[src/rtl/fetch_stage_if.sv]
// Instruction-memory request/response bundle between the fetch stage and imem.
// Latency: none, wires only.
// Backpressure: request side uses valid/ready; response side is valid-only.
interface fetch_stage_if;
  logic        imem_req_valid;
  logic        imem_req_ready;
  logic [31:0] imem_addr;
  logic        imem_rsp_valid;
  logic [31:0] imem_rsp_data;

  modport master (
    output imem_req_valid,
    output imem_addr,
    input  imem_req_ready,
    input  imem_rsp_valid,
    input  imem_rsp_data
  );

  modport slave (
    input  imem_req_valid,
    input  imem_addr,
    output imem_req_ready,
    output imem_rsp_valid,
    output imem_rsp_data
  );
endinterface

[src/rtl/fetch_stage.sv]
// Fetch stage: one outstanding imem fetch, IF/ID register, hold buffer, jump redirect.
// Latency: instruction reaches IF/ID on the edge its response arrives (or stall releases).
// Backpressure: stall_i freezes IF/ID; a response arriving under stall is parked in a
//   hold buffer and no new request issues until it is delivered.
// Define BRANCH_DELAY_SLOT_EN to make jumps redirect after one delay-slot instruction
//   instead of squashing the in-flight fetch.
module fetch_stage #(
  parameter logic [31:0] RESET_PC = 32'h0040_0000
) (
  input  logic          clk,
  input  logic          rst_n,
  input  logic          stall_i,
  input  logic          flush_i,
  input  logic [31:0]   jump_target_i,
  fetch_stage_if.master imem,
  output logic [31:0]   if_id_instr,
  output logic [31:0]   if_id_pc_plus4,
  output logic          if_id_valid
);

  typedef enum logic [1:0] {S_REQ, S_WAIT, S_HOLD, S_DROP} state_t;

  state_t      state_q, state_d;
  logic [31:0] pc_q, pc_d;
  logic [31:0] instr_q, instr_d;
  logic [31:0] pc4_q, pc4_d;
  logic        valid_q, valid_d;
  logic [31:0] hold_q, hold_d;

  logic        flush_hon;
  logic        squash;
  logic        deliver;
  logic [31:0] deliver_dat;
  logic [31:0] next_pc;
  logic        req_vld;

`ifdef BRANCH_DELAY_SLOT_EN
  logic        pend_vld_q, pend_vld_d;
  logic [31:0] pend_tgt_q, pend_tgt_d;
`endif

  // Fetch FSM, IF/ID update and PC selection
  always_comb begin
    state_d     = state_q;
    pc_d        = pc_q;
    instr_d     = instr_q;
    pc4_d       = pc4_q;
    valid_d     = valid_q;
    hold_d      = hold_q;
    deliver     = 1'b0;
    deliver_dat = 32'h0;
    req_vld     = 1'b0;
    next_pc     = pc_q + 32'd4;
    flush_hon   = flush_i && !stall_i;
`ifdef BRANCH_DELAY_SLOT_EN
    pend_vld_d  = pend_vld_q;
    pend_tgt_d  = pend_tgt_q;
    // A jump never kills the in-flight instruction: it is the delay slot.
    squash      = 1'b0;
`else
    squash      = flush_hon;
`endif

    // Any unstalled cycle without a delivery leaves a bubble behind.
    if (!stall_i) begin
      valid_d = 1'b0;
    end

    case (state_q)
      S_REQ: begin
        req_vld = 1'b1;
        if (imem.imem_req_ready) begin
          // An accepted request for a squashed path must still be drained.
          state_d = squash ? S_DROP : S_WAIT;
        end
      end
      S_WAIT: begin
        if (squash) begin
          state_d = imem.imem_rsp_valid ? S_REQ : S_DROP;
        end else if (imem.imem_rsp_valid) begin
          if (stall_i) begin
            hold_d  = imem.imem_rsp_data;
            state_d = S_HOLD;
          end else begin
            deliver     = 1'b1;
            deliver_dat = imem.imem_rsp_data;
            state_d     = S_REQ;
          end
        end
      end
      S_HOLD: begin
        if (!stall_i) begin
          state_d = S_REQ;
          if (!squash) begin
            deliver     = 1'b1;
            deliver_dat = hold_q;
          end
        end
      end
      S_DROP: begin
        if (imem.imem_rsp_valid) begin
          state_d = S_REQ;
        end
      end
      default: state_d = S_REQ;
    endcase

`ifdef BRANCH_DELAY_SLOT_EN
    // A jump seen in the same cycle as the delay slot lands redirects at once.
    if (flush_hon) begin
      next_pc = jump_target_i;
    end else if (pend_vld_q) begin
      next_pc = pend_tgt_q;
    end
    if (deliver) begin
      pend_vld_d = 1'b0;
    end else if (flush_hon) begin
      pend_vld_d = 1'b1;
      pend_tgt_d = jump_target_i;
    end
`endif

    if (squash) begin
      pc_d = jump_target_i;
    end else if (deliver) begin
      pc_d = next_pc;
    end

    if (deliver) begin
      instr_d = deliver_dat;
      pc4_d   = pc_q + 32'd4;
      valid_d = 1'b1;
    end
  end

  // State registers with asynchronous reset to the boot PC
  always_ff @(posedge clk or negedge rst_n) begin
    if (!rst_n) begin
      state_q <= S_REQ;
      pc_q    <= RESET_PC;
      instr_q <= 32'h0;
      pc4_q   <= 32'h0;
      valid_q <= 1'b0;
      hold_q  <= 32'h0;
    end else begin
      state_q <= state_d;
      pc_q    <= pc_d;
      instr_q <= instr_d;
      pc4_q   <= pc4_d;
      valid_q <= valid_d;
      hold_q  <= hold_d;
    end
  end

`ifdef BRANCH_DELAY_SLOT_EN
  // Pending delay-slot redirect
  always_ff @(posedge clk or negedge rst_n) begin
    if (!rst_n) begin
      pend_vld_q <= 1'b0;
      pend_tgt_q <= 32'h0;
    end else begin
      pend_vld_q <= pend_vld_d;
      pend_tgt_q <= pend_tgt_d;
    end
  end
`endif

  assign imem.imem_req_valid = req_vld;
  assign imem.imem_addr      = pc_q;
  assign if_id_instr         = instr_q;
  assign if_id_pc_plus4      = pc4_q;
  assign if_id_valid         = valid_q;

endmodule

[src/flat_wrapper.sv]
// flat-port wrapper written by rule: the top's interface ports become plain ports
module fetch_stage_flat 
#(
  parameter logic [31:0] RESET_PC = 32'h0040_0000
)
  (clk, rst_n, stall_i, flush_i, jump_target_i, if_id_instr, if_id_pc_plus4, if_id_valid, imem_imem_req_valid, imem_imem_addr, imem_imem_req_ready, imem_imem_rsp_valid, imem_imem_rsp_data);
  fetch_stage_if imem_i ();
  input  logic clk;
  input  logic rst_n;
  input  logic stall_i;
  input  logic flush_i;
  input  logic [31:0] jump_target_i;
  output logic [31:0] if_id_instr;
  output logic [31:0] if_id_pc_plus4;
  output logic if_id_valid;
  output wire logic [$bits(imem_i.imem_req_valid)-1:0] imem_imem_req_valid;
  output wire logic [$bits(imem_i.imem_addr)-1:0] imem_imem_addr;
  input wire logic [$bits(imem_i.imem_req_ready)-1:0] imem_imem_req_ready;
  input wire logic [$bits(imem_i.imem_rsp_valid)-1:0] imem_imem_rsp_valid;
  input wire logic [$bits(imem_i.imem_rsp_data)-1:0] imem_imem_rsp_data;
  assign imem_imem_req_valid = imem_i.imem_req_valid;
  assign imem_imem_addr = imem_i.imem_addr;
  assign imem_i.imem_req_ready = imem_imem_req_ready;
  assign imem_i.imem_rsp_valid = imem_imem_rsp_valid;
  assign imem_i.imem_rsp_data = imem_imem_rsp_data;
  fetch_stage #(.RESET_PC(RESET_PC)) u_core (.clk(clk), .rst_n(rst_n), .stall_i(stall_i), .flush_i(flush_i), .jump_target_i(jump_target_i), .imem(imem_i), .if_id_instr(if_id_instr), .if_id_pc_plus4(if_id_pc_plus4), .if_id_valid(if_id_valid));
endmodule
[config.mk]
export PLATFORM = sky130hd
export DESIGN_NAME = fetch_stage_flat
export DESIGN_NICKNAME = d
export VERILOG_FILES = /design/src/rtl/fetch_stage_if.sv /design/src/rtl/fetch_stage.sv /design/src/flat_wrapper.sv
export SDC_FILE = /design/constraint.sdc
export NUM_CORES = 1
export LEC_CHECK = 0
export ABC_AREA = 1
export BUFFER_PORTS_ARGS = -buffer_cell sky130_fd_sc_hd__buf_2
export CAP_MARGIN = 25
export CORE_UTILIZATION = 53
export CTS_CLUSTER_DIAMETER = 60
export DETAILED_ROUTE_END_ITERATION = 16
export PLACE_DENSITY = 0.8
export SLEW_MARGIN = 25
export SYNTH_ARGS = -nofsm -noshare
export SYNTH_HDL_FRONTEND = slang
export SYNTH_SLANG_ARGS = --single-unit
[constraint.sdc]
create_clock -name clk -period 1.8 [get_ports clk]
set_input_delay 0.54 -clock clk [delete_from_list [all_inputs] [get_ports clk]]
set_output_delay 0.54 -clock clk [all_outputs]
set_load 0.1 [all_outputs]
[Yosys cells after proc, flatten, opt, wreduce, memory -nomap -nowiden]
Index checks and enable logic that the tools add are counted.
Operators by class
  mux-type cells: 26
  reductions and logical operators: 6
  bitwise logic cells: 1
  eq/ne operators: 8
  add/subtract/negate cells: 1
Operators with widths (count)
  32-bit 2-to-1 mux: 7
  32-bit case mux with 2 select lines: 1
  32-bit by 3-bit adder with 32-bit output, second input constant: 1
  2-bit 2-to-1 mux: 8
  1-bit 2-to-1 mux: 8
  2-bit case mux with 4 select lines: 1
  4-bit AND reduction: 2
  2-bit inequality test, second input constant: 3
  2-bit equality test, second input constant: 2
  3-bit by 2-bit inequality test with 1-bit output, second input constant: 1
  2-bit by 1-bit equality test with 1-bit output, second input constant: 1
  2-bit zero test: 1
  2-bit by 1-bit inequality test with 1-bit output, second input constant: 1
  1-bit case mux with 2 select lines: 1
  2-bit nonzero test: 1
  1-bit logical AND: 1
  1-bit zero test: 1
  1-bit inverter: 1
Word-level totals
  logic and storage cells: 48
  register bits: 131
  input bits: 70

[Logic depth before layout (Yosys ltp)]
  word-level depth: 7
  gate-level depth with buffers: 11
  gate-level depth less buffers: 9

[Worst setup path after synthesis]
No wires, ideal clock.
  kind: reg-to-reg
  from: register u_core.pc_q[3] (netlist: u_core.imem.imem_addr[3])
  to: register u_core.pc4_q[26] (netlist: u_core.if_id_pc_plus4[26])
  clock period less this slack: 2200 ps
  data arrival time: 2080 ps
  buffers on the path: 0
  stages on the path, launching flop included: 9
  library setup time: 120 ps
  slack: -400 ps
  path through: dfrtp_1 -> ha_1 -> nand2_1 -> nor2_2 -> nand2_2 -> nor2_4 -> nand3_1 -> nand3_1 -> nand2_1
Between the ends
  word-level cells in the longest chain between the ends: 1
RTL lines
  start, declared: RTL line fetch_stage.sv:24  | logic [31:0] pc_q, pc_d;
  start signal, assigned: RTL line fetch_stage.sv:147  | pc_q <= pc_d;
  32-bit by 3-bit adder with 32-bit output: RTL line fetch_stage.sv:131  | pc4_d = pc_q + 32'd4;
  end signal, assigned: RTL line fetch_stage.sv:149  | pc4_q <= pc4_d;
  end, declared: RTL line fetch_stage.sv:26  | logic [31:0] pc4_q, pc4_d;
No other way between the ends.
A chain may end at the register's enable or synchronous reset.

[Worst setup path in the final report]
  from: register u_core.state_q[0]
  to: output imem_imem_req_valid
Between the ends
  word-level cells in the longest chain between the ends: 2
RTL lines
  start, declared: RTL line fetch_stage.sv:23  | state_t state_q, state_d;
  start signal, assigned: RTL line fetch_stage.sv:146  | state_q <= state_d;
  2-bit zero test: RTL line fetch_stage.sv:69  | case (state_q)
  1-bit 2-to-1 mux: RTL line fetch_stage.sv:69
  end, declared: RTL line flat_wrapper.sv:16  | output wire logic [$bits(imem_i.imem_req_valid)-1:0] imem_imem_req_valid;
No other way between the ends.

==> flow_metrics.env <==
export IMPL_outcome="finished, violations left"
export IMPL_violations="negative setup slack"
export IMPL_synth_cell_types=28
export IMPL_floorplan_initialDensity=0.545
export IMPL_syn_area_per_cell_um2=8.34
export IMPL_synth_area_um2=6220
export IMPL_tns_ns=-0.0214
export IMPL_clk_pin_slew_worst_paths_ns=0.06
export IMPL_synth_edf_count=0
export IMPL_fin_worst_skew_ns=0.0117
export IMPL_multi_input_area_um2=2600
export IMPL_dr_pass1_iters=5
export IMPL_rows=39
export IMPL_die_y_um=110
export IMPL_seqCellArea_um2=3310
export IMPL_viasPerCell=5.17
export IMPL_period_minus_slack_ns=1.82
export IMPL_fp_dieArea_um2=12200
export IMPL_n_fill_cell=879
export IMPL_die_w_um=110
export IMPL_grt_overflow_total=0
export IMPL_grt_max_degree=63
export IMPL_rsz0062_at_grt="true"
export IMPL_dp_final_hpwl_um=10800
export IMPL_fin_cells=1080
export IMPL_drcViolationCount=0
export IMPL_coreArea_um2=11400
export IMPL_max_stage_delay_ns=0.42
export IMPL_fin_ws_ns=-0.0214
export IMPL_critPathTopFamily="flip-flops"
export IMPL_groute_usage_overall=0.267
export IMPL_final_hold_viol_count=0
export IMPL_hold_path_class="input port to async pin"
export IMPL_ys_seq_elements=131
export IMPL_port_buffers=167
export IMPL_clock_latency_ns=0.43
export IMPL_vias=5580
export IMPL_dp_cells=1042
export IMPL_cts_buffer_depth=2
export IMPL_wl_um=16200
export IMPL_arrival_ns=1.28
export IMPL_syn_nets=822
export IMPL_path_buf_inv=2
export IMPL_root_buffer="clkbuf_16"
export IMPL_diodes=0
export IMPL_wl_per_cell_um=15.0
export IMPL_antenna_found_initial=1
export IMPL_setup_worst_path_start_class="flop"
export IMPL_end_kind="output pin"
export IMPL_nets=1000
export IMPL_crit_chain="inv_2 -> ha_4 -> buf_12"
export IMPL_gp_congestion=0.936
export IMPL_io_pins=168
export IMPL_yosys_warnings=0
export IMPL_fmax_ghz=0.549
export IMPL_critical_path_class="flop to output pin"
export IMPL_synthArstFlopShare=1.00
export IMPL_numCtsBuffers=17
export IMPL_tightest_slew_ns=0.518
export IMPL_ys_seq_area_frac=0.527
export IMPL_crit_slowest_cell="dfrtp_1"
export IMPL_path_max_fanout=4
export IMPL_setup_violations=1
export IMPL_slew_headroom=0.657
export IMPL_postCtsHoldBufs=0
export IMPL_cts_tree="done"
export IMPL_cts_sinks=131
export IMPL_final_area_um2=8190
export IMPL_area_growth_pct=31.7
export IMPL_grt_pass1_vias=5196
export IMPL_drv_slew=0
export IMPL_ant_nets=0
export IMPL_synth_cells=746
export IMPL_cp_required_ns=1.26
export IMPL_fin_util=0.717
export IMPL_placed_area_um2=7350
export IMPL_grt_pass1_wl_um=24400
export IMPL_drive_above_1_share=0.309
export IMPL_h_tree_depth=4
export IMPL_synthFlopType="dfrtp_1"
export IMPL_drtIter0Drc=303
export IMPL_maxCapViolations=0
export IMPL_finalCritPeriodShare=1.01
==> layer usage <==
| layer | global-route usage | vias to the layer above | wire [um] |
|---|---|---|---|
| met3 | 0.0994 | 25 | 1320 |
| li1 | - | 2737 | - |
| met5 | 0 | - | 0 |
| met2 | 0.448 | 178 | 8020 |
| met1 | 0.313 | 2640 | 6570 |
| met4 | 0.0977 | 0 | 299 |
==> metrics by stage <==
stage,hold slack (ns),setup WS (ns)
CTS,0.111,-0.0404
global placement,0.460,0.162
finish,0.101,-0.0214
global route,0.126,-0.0605
detailed placement,0.463,0.0592
floorplan,0.244,0.00234
==> final timing paths <==
| path | start | end | slack (ns) | cells past startpoint |
|---|---|---|---|---|
| max | u_core.state_q[0]$_DFFE_PN0P_ | imem_imem_req_valid | -0.02 | 3 |
| min | rst_n | u_core.imem.imem_addr[10]$_DFFE_PN0P_ | 0.10 | 2 |
| max reg2reg | u_core.imem.imem_addr[3]$_DFFE_PN0P_ | u_core.if_id_pc_plus4[24]$_DFFE_PN0P_ | 0.08 | 8 |
| min reg2reg | u_core.if_id_pc_plus4[31]$_DFFE_PN0P_ | u_core.if_id_pc_plus4[31]$_DFFE_PN0P_ | 0.48 | 2 |
| max in group asynchronous | rst_n | u_core.imem.imem_addr[22]$_DFFE_PN1P_ | 1.37 | 2 |
| min in group clk | jump_target_i[1] | u_core.imem.imem_addr[1]$_DFFE_PN0P_ | 0.30 | 3 |
==> state kept, by name, summed over array words and instances (netlist names) <==
| signal | count |
|---|---|
| u_core.if_id_instr | 32 |
| u_core.if_id_pc_plus4 | 32 |
| u_core.imem.imem_addr | 32 |
| u_core.state_q | 2 |
| u_core.hold_q | 32 |
| u_core.if_id_valid | 1 |
==> repair_timing <==
| action | in CTS | in global routing |
|---|---|---|
| setup buffers | 0 | 3 |
| endpoints found under the setup margin | 30 | 54 |
| cloned | 0 | 3 |
| pin swaps | 1 | 1 |
| gates resized for setup | 32 | 14 |
==> final cells by class <==
| class | instances | share of cell area |
|---|---|---|
| Clock buffer | 22 | 0.0579 |
| Clock inverter | 10 | 0.0180 |
| Inverter | 50 | 0.0235 |
| Multi-Input combinational cell | 534 | 0.317 |
| Sequential cell | 131 | 0.404 |
| Tap cell | 143 | 0.0218 |
| Timing Repair Buffer | 190 | 0.157 |
==> cells in the final DEF, fill, tap and decap left out, types with 3 or more instances in the layout <==
cell type and count:
dfrtp_1 108, o21ai_1 5, ha_1 4, mux2_2 30
clkinv_4 4, o21ai_0 15, o21bai_1 7, a21oi_1 7
inv_6 3, buf_2 131, nand2_2 3, clkbuf_16 20
inv_2 3, nor2_2 3, dfrtp_2 20, nand3_1 52
nand2_1 286, clkbuf_4 4, bufinv_16 3, and2_1 3
buf_4 40, buf_12 10, nor2_1 74, inv_1 46
clkbuf_8 3, a31oi_1 32
==> worst register-to-register path, delay by kind of cell (launching register included) <==
family | cells | cell delay, ns
AND/OR/NAND/NOR | 7 | 1.00
flip-flops | 1 | 0.44
adder cells (fa/ha/maj) | 1 | 0.18
==> cells in the mapped netlist, types with 3 or more instances <==
cell type  number  area share
a21oi_1         7      0.0056
a31oi_1        32       0.032
and2_1          3      0.0030
buf_2          17       0.014
buf_4           4      0.0048
buf_6           4      0.0072
clkbuf_1        6      0.0036
dfrtp_1       130        0.52
ha_1            6       0.012
inv_1          48       0.029
mux2_2         30       0.054
nand2_1       286        0.17
nand2_2         4      0.0040
nand3_1        52       0.042
nor2_1         74       0.045
nor2_2          3      0.0030
o21ai_0        17       0.014
o21ai_1         3      0.0024
o21bai_1        7      0.0084
==> cells by family after synthesis <==
family,after synthesis,synth area share
mux,32,0.0579
compound gates,67,0.0636
flops,131,0.527
xor+xnor,3,0.00423
fa+ha+maj,6,0.0121
simple gates,426,0.275
buf+inv,81,0.0595
Power is left out: the tool's default activity adds up to more than one toggle a clock period on the data nets, which glitch-free logic cannot reach.
